**config.mk**
```make
export PLATFORM = sky130hd
export DESIGN_NAME = seg7_scan
export DESIGN_NICKNAME = d
export VERILOG_FILES = /design/src/rtl/seg7_pkg.sv /design/src/rtl/seg7_decode.sv /design/src/rtl/seg7_scan.sv
export SDC_FILE = /design/constraint.sdc
export NUM_CORES = 1
export LEC_CHECK = 0
export CAP_MARGIN = 20
export CORE_ASPECT_RATIO = 0.8
export CORE_MARGIN = 1
export CORE_UTILIZATION = 38
export DETAILED_ROUTE_END_ITERATION = 6
export HOLD_SLACK_MARGIN = 0.12
export MAX_ROUTING_LAYER = met4
export PLACE_DENSITY = 0.68
export SETUP_SLACK_MARGIN = 0.2
export SYNTH_ARGS = -nofsm -noshare
export SYNTH_HDL_FRONTEND = slang
export SYNTH_HIERARCHICAL = 1
export SYNTH_SLANG_ARGS = --single-unit
```
**constraint.sdc**
```tcl
create_clock -name clk -period 3.21 [get_ports clk]
set_input_delay 0.4815 -clock clk [delete_from_list [all_inputs] [get_ports clk]]
set_output_delay 0.4815 -clock clk [all_outputs]
set_load 0.005 [all_outputs]
```
**src/rtl/seg7_pkg.sv**
```systemverilog
// Shared constants for the multiplexed seven-segment driver.
// Segment patterns are active-low, ordered {g,f,e,d,c,b,a}.
package seg7_pkg;

    localparam logic [6:0] SEG_0     = 7'h40;
    localparam logic [6:0] SEG_1     = 7'h79;
    localparam logic [6:0] SEG_2     = 7'h24;
    localparam logic [6:0] SEG_3     = 7'h30;
    localparam logic [6:0] SEG_4     = 7'h19;
    localparam logic [6:0] SEG_5     = 7'h12;
    localparam logic [6:0] SEG_6     = 7'h02;
    localparam logic [6:0] SEG_7     = 7'h78;
    localparam logic [6:0] SEG_8     = 7'h00;
    localparam logic [6:0] SEG_9     = 7'h10;
    localparam logic [6:0] SEG_DASH  = 7'h3F;
    localparam logic [6:0] SEG_BLANK = 7'h7F;

    localparam logic [3:0] ANODES_OFF = 4'hF;

endpackage

```
**src/rtl/seg7_decode.sv**
```systemverilog
// BCD digit to active-low segment pattern; codes 10..15 show a dash.
// The blank flag overrides the digit entirely.
module seg7_decode
    import seg7_pkg::*;
(
    input  logic [3:0] digit,
    input  logic       blank,
    output logic [6:0] seg
);

    always_comb begin
        seg = SEG_DASH;
        if (blank) begin
            seg = SEG_BLANK;
        end else begin
            case (digit)
                4'd0:    seg = SEG_0;
                4'd1:    seg = SEG_1;
                4'd2:    seg = SEG_2;
                4'd3:    seg = SEG_3;
                4'd4:    seg = SEG_4;
                4'd5:    seg = SEG_5;
                4'd6:    seg = SEG_6;
                4'd7:    seg = SEG_7;
                4'd8:    seg = SEG_8;
                4'd9:    seg = SEG_9;
                default: seg = SEG_DASH;
            endcase
        end
    end

endmodule

```
**src/rtl/seg7_scan.sv**
```systemverilog
// Four-digit common-anode scan driver with per-slot guard,
// frame-coherent digit snapshot, leading-zero blanking and blinking dp.
module seg7_scan #(
    parameter int REFRESH_DIV  = 50000,
    parameter int GUARD        = 16,
    parameter int BLINK_FRAMES = 250
) (
    input  logic       clk,
    input  logic       reset_n,
    input  logic [3:0] num0,
    input  logic [3:0] num1,
    input  logic [3:0] num2,
    input  logic [3:0] num3,
    input  logic       blank_lz,
    input  logic       dp_blink_en,
    output logic [3:0] an,
    output logic [6:0] seg,
    output logic       dp
);

    import seg7_pkg::*;

    localparam int PW = $clog2(REFRESH_DIV);
    localparam int FW = (BLINK_FRAMES > 1) ? $clog2(BLINK_FRAMES) : 1;
    localparam logic [PW-1:0] PMAX = PW'(REFRESH_DIV - 1);
    localparam logic [PW-1:0] GEND = PW'(GUARD);
    localparam logic [FW-1:0] FMAX = FW'(BLINK_FRAMES - 1);

    logic [PW-1:0]     pcnt_q, pcnt_d;
    logic [1:0]        slot_q, slot_d;
    logic [FW-1:0]     frame_q, frame_d;
    logic              blink_q, blink_d;
    logic [3:0][3:0]   snap_q, snap_d;
    logic              blz_q, blz_d;
    logic [3:0]        an_q, an_d;
    logic [6:0]        seg_q, seg_d;
    logic              dp_q, dp_d;

    logic              wrap;
    logic              frame_start;
    logic [3:0]        blank;
    logic [6:0]        dec_seg;

    assign wrap        = (pcnt_q == PMAX);
    assign frame_start = (slot_q == 2'd0) && (pcnt_q == '0);

    // A digit is blank only if every digit to its left is blank too
    assign blank[3] = blz_q && (snap_q[3] == 4'd0);
    assign blank[2] = blank[3] && (snap_q[2] == 4'd0);
    assign blank[1] = blank[2] && (snap_q[1] == 4'd0);
    assign blank[0] = 1'b0;

    seg7_decode u_decode (
        .digit (snap_q[slot_q]),
        .blank (blank[slot_q]),
        .seg   (dec_seg)
    );

    always_comb begin
        pcnt_d  = wrap ? '0 : pcnt_q + 1'b1;
        slot_d  = wrap ? slot_q + 2'd1 : slot_q;
        frame_d = frame_q;
        blink_d = blink_q;
        snap_d  = snap_q;
        blz_d   = blz_q;
        if (wrap && slot_q == 2'd3) begin
            if (frame_q == FMAX) begin
                frame_d = '0;
                blink_d = ~blink_q;
            end else begin
                frame_d = frame_q + 1'b1;
            end
        end
        if (frame_start) begin
            snap_d = {num3, num2, num1, num0};
            blz_d  = blank_lz;
        end
        an_d  = ANODES_OFF;
        seg_d = SEG_BLANK;
        dp_d  = 1'b1;
        if (pcnt_q >= GEND) begin
            an_d  = ~(4'b0001 << slot_q);
            seg_d = dec_seg;
            dp_d  = ~((slot_q == 2'd2) && (!dp_blink_en || blink_q));
        end
    end

    always_ff @(posedge clk or negedge reset_n) begin
        if (!reset_n) begin
            pcnt_q  <= '0;
            slot_q  <= 2'd0;
            frame_q <= '0;
            blink_q <= 1'b1;
            snap_q  <= '0;
            blz_q   <= 1'b0;
            an_q    <= ANODES_OFF;
            seg_q   <= SEG_BLANK;
            dp_q    <= 1'b1;
        end else begin
            pcnt_q  <= pcnt_d;
            slot_q  <= slot_d;
            frame_q <= frame_d;
            blink_q <= blink_d;
            snap_q  <= snap_d;
            blz_q   <= blz_d;
            an_q    <= an_d;
            seg_q   <= seg_d;
            dp_q    <= dp_d;
        end
    end

    assign an  = an_q;
    assign seg = seg_q;
    assign dp  = dp_q;

endmodule

```
==> results.py, run 1 <==
metrics = {
    "drt": {
        "drc": 0,
        "drtPass1Iterations": 4,
        "post_drt_via_cell_ratio": 5.10,
        "drt_iter0_drc": 80,
        "drtAntennaViolNets": 0,
        "routedWlPerCell_um": 14.1,
        "totalWireLength_um": 5490,
        "dr_total_vias": 1988,
    },
    "die": {
        "rows": 28,
        "die_y_um": 80.2,
        "dieArea_um2": 8000,
        "coreArea_um2": 7390,
        "start_util_pct": 39.3,
        "boundaryPins": 32,
        "die_w_um": 99.7,
    },
    "setup_path": {
        "crit_fanout": 17,
        "end_kind": "flop",
        "crit_type": "flop to flop",
        "rr_worst_depth": 4,
        "reg2reg_slack_ns": 0.80,
        "crit_path_start_kind": "flop",
        "rr_endpoint": "snap_q[3]",
        "rr_startpoint": "pcnt_q[12]",
        "cp.arrival_ns": 2.61,
        "cp_data_required_time_ns": 3.40,
    },
    "min_path": {
        "hold_start": "blink_q",
        "worstHoldPathCells": 1,
        "hold_class": "flop to flop",
        "min_to": "blink_q",
    },
    "pwr": {
        "p_leak_nw": 1.45,
        "power_w": 0.00134,
        "vdd_drop_max_v": 0.000196,
        "p_per_area_nw_per_um2": 392,
    },
    "placement": {
        "numPortBuffers": 31,
        "gp_congestion": 0.840,
        "dpl.cell_count": 381,
        "place_hpwl_um": 3970,
        "dp_worst_setup_slack_ns": 0.802,
    },
    "yosys": {
        "synthesis.area_um2": 2900,
        "yosysTopAreaCellShare_pct": 37.1,
        "async_flop_share_pct": 100,
        "syn_area_per_cell_um2": 11.5,
        "ys_warn_count": 6,
        "synth_edf_count": 0,
        "synth_top_family_by_area": "simple AND/OR/NAND/NOR gates",
        "synth_xor_area_share_pct": 4.83,
        "synthMuxAreaShare_pct": 12.1,
        "synthSimpleGateAreaFrac_pct": 18.6,
        "synth-main-ff-cell": "dfrtp_1",
        "synth_cells": 253,
        "synthesis.nets": 286,
        "ys_seq_area_share_pct": 48.8,
        "synth_top_cell_by_area": "dfrtp_1",
        "synth-seq-cells": 56,
        "synthTopCellsByArea": "dfrtp_1 37%, dfstp_2 12%, ha_1 5.6%, mux2_4 5.2%, mux2_2 3.9%",
        "synthAdderAreaFrac_pct": 5.60,
        "synth_compound_area_share_pct": 6.16,
        "synth.distinct_cells": 47,
    },
    "timing": {
        "finalSetupViolCount": 0,
        "worst_pin_slew_ns": 0.955,
        "rsz0062_at_grt": "no",
        "layout_min_cycle_time_ns": 2.41,
        "finalCritPeriodShare_pct": 75.2,
        "hold_viol_final": 0,
        "fmax_mhz": 414,
        "final_max_slew_viol_count": 0,
        "tns_ns": 0,
        "fin_skew_ns": 0.00696,
        "whs_ns": 0.493,
        "max_slew_margin_pct": 35.9,
        "timing.final.ws_setup_ns": 0.797,
    },
    "clock_tree": {
        "root_buffer": "clkbuf_8",
        "clk_pin_slew_ns": 0.10,
        "clkSinkCount": 56,
        "clock_path_buffers": 2,
        "worstSkewPairLatency_ns": 0.31,
        "htreeDepth": 2,
        "cts_tree": "yes",
        "cts-buffers-inserted": 5,
    },
    "grt": {
        "antenna_found_initial": 0,
        "grt_util_all_layers_pct": 15.5,
        "grt_max_degree": 39,
        "grt_overflow_total": 0,
        "grt_first_pass_wirelength_um": 9520,
        "grt_pass1_vias": 1936,
    },
    "cells_and_area": {
        "fin_nets": 317,
        "n_antenna_cell": 0,
        "syn_to_final_growth_pct": 17.9,
        "drive_gt1_share_pct": 18.6,
        "layout.cells.non_filler": 390,
    },
    "job": {
        "drv_cap": 0,
    },
    "outcome": {
        "run_status": "finished, final reports clean",
    },
}
==> metrics by stage <==
step / util [%] / cell area, um^2
floorplan: - / 2900
finish: 46.3 / 3420
CTS: 46.3 / 3420
global route: 46.3 / 3420
global placement: 44.5 / 3290
detailed placement: 44.5 / 3290
==> cells by family (layout without fill, tap and decap cells) <==
| logic type | count (synthesis) | in the layout |
|---|---|---|
| AO/OA/AOI/OAI | 25 | 25 |
| buffers and inverters | 22 | 54 |
| XOR/XNOR | 16 | 16 |
| AND/OR/NAND/NOR | 97 | 97 |
| flip-flops | 56 | 56 |
| adder cells (fa/ha/maj) | 13 | 13 |
| multiplexers | 24 | 24 |
==> metal layers <==
metal	global-route usage [%]	wire, um	up-vias
met4	2.65	31	0
met2	22.4	2400	37
li1	-	-	942
met5	-	0	-
met1	22.8	2890	1005
met3	3.13	169	4
==> worst max-delay path: stages, from the launching register on <==
cell      delay, ns
dfrtp_1        0.40
or4_1          0.54
nand4b_4       0.29
or4_4          0.71
mux2_4         0.36
==> worst max-delay path by stage <==
stage | start | endpoint | slack (ns) | depth (start not counted)
after floorplan | pcnt_q[12] | snap_q[10] | 0.95 | 6
after global placement | pcnt_q[12] | snap_q[13] | 0.84 | 4
after detailed placement | pcnt_q[12] | snap_q[3] | 0.80 | 4
after CTS | pcnt_q[12] | snap_q[3] | 0.79 | 4
after global routing | pcnt_q[12] | snap_q[3] | 0.73 | 4
final | pcnt_q[12] | snap_q[3] | 0.80 | 4
==> cells in the mapped netlist, drive strengths merged (2+ instances only) <==
master and number:
mux2 20, xnor2 10, and3 3, nor2 23
dfstp 13, dfrtp 43, inv 12, mux4 4
a21oi 4, o21bai 2, nand2 14, and2 2
a22o 2, buf 6, nor2b 3, o21ai 6
a32o 2, ha 13, or2b 2, nand2b 10
nand3 10, clkbuf 4, or4 2, nand4 7
nor4b 2, nor3 6, xor2 6, nor4 7
or2 2, o2111ai 4
==> cell type report <==
cell class	count	area [um^2]
inverter	12	45.0
fill	699	3970
tap	105	131
timing repair buffer	34	330
clock inverter	1	30.0
multi-input combinational	175	1370
clock buffer	7	96.3
sequential	56	1420
==> what timing repair did <==
| item | 4_1_cts | 5_1_grt |
|---|---|---|
| hold buffers | 1 | 0 |
| resized for setup | 0 | 0 |
| endpoints found under the hold margin | 17 | 0 |
| setup buffers | 0 | 0 |
==> power by group <==
part           switching [W]  leakage (nW)  internal [W]
sequential         0.0000107         0.683      0.000729
clock               0.000223        0.0645      0.000276
combinational      0.0000412         0.701     0.0000613
==> cell usage in the layout, fill, tap and decap left out, drive strengths merged, types with 6 or more instances in the layout <==
master         Yosys  final
clkbuf             4      7
xor2               6      6
nor2              23     23
xnor2             10     10
nor4               7      7
nor3               6      6
o21ai              6      6
nand3             10     10
nand2             14     14
mux2              20     20
ha                13     13
dfrtp             43     43
inv               12     12
clkdlybuf4s50      0     30
nand2b            10     10
dfstp             13     13
nand4              7      7
==> registers in the layout, indices dropped and copies added, names as in the netlist <==
name / cells
an: 4
blink_q: 1
blz_q: 1
dp: 1
frame_q: 8
pcnt_q: 16
seg: 7
slot_q: 2
snap_q: 16
(Power assumes the default switching activity.)
==> run 2, diff against run 1 <==
PLACE_DENSITY = 0.7   (was 0.68)
clock period = 2.16 ns   (was 3.21 ns; I/O delays follow)
==> run 2 against run 1 <==
- the flow now finishes with violations (setup timing)
- first-iteration DRC count decreased by 3.8%
- wire length increased by 7.5%
- clock skew increased by 0.0016 ns
- worst hold slack worse by 0.0011 ns
- combinational power grew 65%
- clock-buffer cell count decreased by 1
- sequential share of layout area fell by 2.9 points
- via count up 4.0%
- total power is 39% higher
- clock power increased by 18%
- register-to-register slack got worse by 0.81 ns
- design area grew 7.6%
- critical path type unchanged
- critical endpoint is now snap_q[9]
- largest cell class is now multi-input combinational cells
- largest power group unchanged
==> results.py, run 2 (synthesis results as in run 1) <==
metrics = {
    "timing": {
        "fmax_mhz": 460,
        "tns_ns": -0.0402,
        "fin_skew_ns": 0.00858,
        "finalCritPeriodShare_pct": 101,
        "finalSetupViolCount": 5,
        "final_max_slew_viol_count": 0,
        "max_slew_margin_pct": 67.9,
        "rsz0062_at_grt": "yes",
        "timing.final.ws_setup_ns": -0.0155,
        "whs_ns": 0.492,
        "layout_min_cycle_time_ns": 2.18,
        "hold_viol_final": 0,
        "worst_pin_slew_ns": 0.481,
    },
    "clock_tree": {
        "cts_tree": "yes",
        "clkSinkCount": 56,
        "root_buffer": "clkbuf_8",
        "clock_path_buffers": 2,
        "worstSkewPairLatency_ns": 0.31,
        "cts-buffers-inserted": 5,
        "clk_pin_slew_ns": 0.10,
        "htreeDepth": 2,
    },
    "cells_and_area": {
        "drive_gt1_share_pct": 28.5,
        "nFillCells": 670,
        "final_area_um2": 3680,
        "reg.largest.list": "pcnt_q x16, snap_q x16, frame_q x8",
        "seq_area_um2": 1420,
        "n_antenna_cell": 0,
        "mostFrequentLayoutCells": "42 x dfrtp_1, 30 x clkdlybuf4s50_1, 24 x buf_4",
        "fin_nets": 344,
        "layout_commonest_cell": "dfrtp_1",
        "syn_to_final_growth_pct": 26.9,
        "multi_input_area_um2": 1460,
    },
    "pwr": {
        "power_w": 0.00186,
        "p_per_area_nw_per_um2": 505,
        "vdd_drop_max_v": 0.000240,
        "p_leak_nw": 1.60,
    },
    "setup_path": {
        "end_kind": "flop",
        "critPathMostFrequentCell": "or4_4",
        "slowest_stage": "or4_4",
        "cpLargestDelayFamily": "simple AND/OR/NAND/NOR gates",
        "crit_chain": "or4_4 -> nand4b_4 -> or4_4 -> mux2_4",
        "crit_buf_inv": 0,
        "crit_fanout": 5,
        "crit_path_start_kind": "flop",
        "cp.arrival_ns": 2.37,
        "crit_type": "flop to flop",
        "cp_data_required_time_ns": 2.36,
        "critical_path.max_stage_delay_ns": 0.61,
    },
    "placement": {
        "numPortBuffers": 31,
        "placed_area_um2": 3450,
        "dp_worst_setup_slack_ns": -0.000778,
        "gp_congestion": 0.862,
        "place_hpwl_um": 4120,
    },
    "drt": {
        "dr_total_vias": 2068,
        "totalWireLength_um": 5900,
        "drc": 0,
        "routedWlPerCell_um": 14.2,
        "drtAntennaViolNets": 0,
        "post_drt_via_cell_ratio": 4.96,
        "drtPass1Iterations": 4,
        "drt_iter0_drc": 77,
    },
    "die": {
        "dieArea_um2": 8000,
        "rows": 28,
        "boundaryPins": 32,
        "coreArea_um2": 7390,
        "start_util_pct": 39.3,
        "die_w_um": 99.7,
        "die_y_um": 80.2,
    },
    "grt": {
        "grt_first_pass_wirelength_um": 9850,
        "antenna_found_initial": 0,
        "grt_max_degree": 30,
        "grt_util_all_layers_pct": 16.5,
        "grt_overflow_total": 0,
        "grt_pass1_vias": 1981,
    },
    "outcome": {
        "violations": "setup timing",
        "run_status": "finished with violations",
    },
    "min_path": {
        "hold_class": "flop to flop",
    },
    "job": {
        "drv_cap": 0,
    },
}
## run 2: timing repair
action | 4_1_cts | 5_1_grt
buffers inserted | 0 | 6
endpoints found under the setup margin | 24 | 43
hold buffers | 1 | 0
resized for setup | 1 | 18
endpoints found under the hold margin | 17 | 0
pin swaps | 0 | 7
cloned | 1 | 1
## run 2: final timing paths
check                      startpoint        end  slack [ns]  depth (start not counted)
max in group asynchronous     reset_n    blink_q        1.06                          3
min                           blink_q    blink_q        0.49                          1
min in group asynchronous     reset_n  pcnt_q[8]        0.51                          2
max reg2reg                 pcnt_q[7]  snap_q[9]       -0.02                          4
min reg2reg                   blink_q    blink_q        0.49                          1
max                         pcnt_q[7]  snap_q[9]       -0.02                          4
## run 2: area by class of cell
class,count,area share (%)
Multi-Input combinational cell,177,39.6
Sequential cell,56,38.5
Timing Repair Buffer,59,14.6
Tap cell,105,3.57
Clock buffer,6,2.24
Inverter,12,1.22
Clock inverter,2,0.272
## run 2: routing by layer
layer  up-vias  GRT usage, %  part of all wire [%]
li1       1009             -                     -
met1       997          23.9                    51
met2        58          23.4                    43
met3         4          3.92                   5.9
met4         0          3.38                  0.58
met5         -             -                     0
## run 2: where the power goes
group / leakage, nW / total (W) / internal (W) / switching, W
clock: 0.0510 / 0.000589 / 0.000257 / 0.000332
sequential: 0.682 / 0.00110 / 0.00108 / 0.0000166
combinational: 0.863 / 0.000170 / 0.000105 / 0.0000646
## run 2: metrics by stage
step,std cells,utilization [%]
6_report,417,49.8
5_1_grt,417,49.8
4_1_cts,410,48.3
3_5_place_dp,400,46.7
3_3_place_gp,400,46.7
2_1_floorplan,253,-
==> run 3, diff against run 2 <==
PLACE_DENSITY = 0.68   (was 0.7)
SLEW_MARGIN = 5   (was unset)
clock period = 2.4 ns   (was 2.16 ns; I/O delays follow)
==> run 3 against run 2 <==
- the run now ends clean
- clock-buffer cell count grew 1
- cell count decreased by 4.8%
- combinational power down 18%
- register-to-register slack improved by 0.25 ns
- core utilization fell by 2.9 points
- die area stayed put
- global-route usage down 0.62 points
- fmax increased by 0.35%
- critical endpoint is now snap_q[3]
==> results.py, run 3 (synthesis results as in run 1) <==
metrics = {
    "die": {
        "start_util_pct": 39.3,
        "dieArea_um2": 8000,
        "die_w_um": 99.7,
        "boundaryPins": 32,
        "rows": 28,
        "die_y_um": 80.2,
        "coreArea_um2": 7390,
    },
    "placement": {
        "dpl.cell_count": 387,
        "place_hpwl_um": 4070,
        "gp_congestion": 0.801,
        "numPortBuffers": 31,
    },
    "setup_path": {
        "cp.arrival_ns": 2.37,
        "end_kind": "flop",
        "rr_endpoint": "snap_q[3]",
        "crit_chain": "or4_1 -> nand4b_4 -> or4_4 -> mux2_4",
        "rr_startpoint": "pcnt_q[11]",
        "crit_type": "flop to flop",
        "critical_path.max_stage_delay_ns": 0.57,
        "reg2reg_slack_ns": 0.23,
        "slowest_stage": "or4_4",
        "rr_worst_depth": 4,
        "crit_path_start_kind": "flop",
        "cp_data_required_time_ns": 2.60,
        "crit_fanout": 9,
    },
    "drt": {
        "drtPass1Iterations": 4,
        "drc": 0,
        "drtAntennaViolNets": 0,
        "totalWireLength_um": 5740,
        "routedWlPerCell_um": 14.4,
        "post_drt_via_cell_ratio": 5.19,
        "dr_total_vias": 2059,
        "drt_iter0_drc": 90,
    },
    "min_path": {
        "worstHoldPathCells": 1,
        "hold_start": "blink_q",
        "min_to": "blink_q",
        "hold_class": "flop to flop",
    },
    "timing": {
        "max_slew_margin_pct": 60.0,
        "rsz0062_at_grt": "yes",
        "layout_min_cycle_time_ns": 2.17,
        "final_max_slew_viol_count": 0,
        "fmax_mhz": 461,
        "hold_viol_final": 0,
        "finalCritPeriodShare_pct": 90.3,
        "fin_skew_ns": 0.00607,
        "finalSetupViolCount": 0,
        "tns_ns": 0,
        "worst_pin_slew_ns": 0.601,
    },
    "clock_tree": {
        "worstSkewPairLatency_ns": 0.31,
        "clk_pin_slew_ns": 0.09,
        "cts-buffers-inserted": 5,
        "clock_path_buffers": 2,
        "htreeDepth": 2,
        "root_buffer": "clkbuf_8",
        "clkSinkCount": 56,
        "cts_tree": "yes",
    },
    "cells_and_area": {
        "layout.cells.non_filler": 397,
        "mostFrequentLayoutCells": "42 x dfrtp_1, 30 x clkdlybuf4s50_1, 23 x nor2_1",
        "seq_area_um2": 1420,
        "layout_commonest_cell": "dfrtp_1",
        "syn_to_final_growth_pct": 19.4,
        "fin_nets": 324,
        "reg.largest.list": "pcnt_q x16, snap_q x16, frame_q x8",
        "final_util_pct": 46.9,
        "nFillCells": 680,
        "drive_gt1_share_pct": 21.2,
        "multi_input_area_um2": 1390,
        "n_antenna_cell": 0,
    },
    "grt": {
        "grt_first_pass_wirelength_um": 9530,
        "grt_overflow_total": 0,
        "grt_util_all_layers_pct": 15.9,
        "antenna_found_initial": 0,
        "grt_pass1_vias": 1920,
        "grt_max_degree": 32,
    },
    "pwr": {
        "vdd_drop_max_v": 0.000258,
        "p_leak_nw": 1.46,
        "p_per_area_nw_per_um2": 481,
    },
    "job": {
        "drv_cap": 0,
    },
    "outcome": {
        "run_status": "finished, final reports clean",
    },
}
[run 3: area by class of cell]
cell class,count,share of cell area [%]
clock buffer,7,2.49
timing repair buffer,40,11.2
sequential,56,40.9
multi-input combinational,176,40.1
tap,105,3.79
inverter,12,1.30
clock inverter,1,0.217
[run 3: metal layers]
| layer | up-vias | share of wire, % | track usage (%) |
|---|---|---|---|
| met5 | - | 0 | - |
| met4 | 0 | 0.96 | 3.97 |
| met3 | 6 | 4.4 | 4.00 |
| met2 | 51 | 42 | 21.0 |
| met1 | 1033 | 53 | 23.8 |
| li1 | 969 | - | - |
[run 3: critical path: cells and delay by family (launching register included)]
family / cells / cell delay [ns]
flops: 1 / 0.40
mux: 1 / 0.34
simple gates: 3 / 1.31
[run 3: worst max-delay path by stage]
stage	startpoint	endpoint	slack [ns]
2_1_floorplan	pcnt_q[11]	snap_q[10]	0.21
3_3_place_gp	pcnt_q[11]	snap_q[10]	0.25
3_5_place_dp	pcnt_q[11]	snap_q[3]	0.20
4_1_cts	pcnt_q[11]	snap_q[3]	0.19
5_1_grt	pcnt_q[11]	snap_q[4]	0.18
6_report	pcnt_q[11]	snap_q[3]	0.23
[run 3: where the power goes]
part / total [W] / internal [W] / leakage (nW) / switching (W)
Sequential: 0.000990 / 0.000975 / 0.682 / 0.0000152
Combinational: 0.000139 / 0.0000841 / 0.739 / 0.0000548
Clock: 0.000537 / 0.000235 / 0.0445 / 0.000302
Total: 0.00167 / 0.00129 / 1.46 / 0.000372
[run 3: what timing repair did]
item / in CTS / in global routing
endpoints found under the setup margin: 2 / 30
buffers inserted: 0 / 0
pin swaps: 0 / 0
hold endpoints to repair: 15 / 0
cloned: 0 / 1
hold buffers: 1 / 0
gates resized for setup: 0 / 4
[run 3: stage by stage]
step	total power [W]	worst slack (ns)	hold WS (ns)	cell area, um^2
2_1_floorplan	0.00106	0.206	0.0644	2910
4_1_cts	0.00170	0.195	0.491	3450
6_report	0.00167	0.232	0.487	3470
5_1_grt	0.00175	0.176	0.507	3470
3_3_place_gp	0.00114	0.250	0.396	3350
3_5_place_dp	0.00115	0.201	0.411	3350
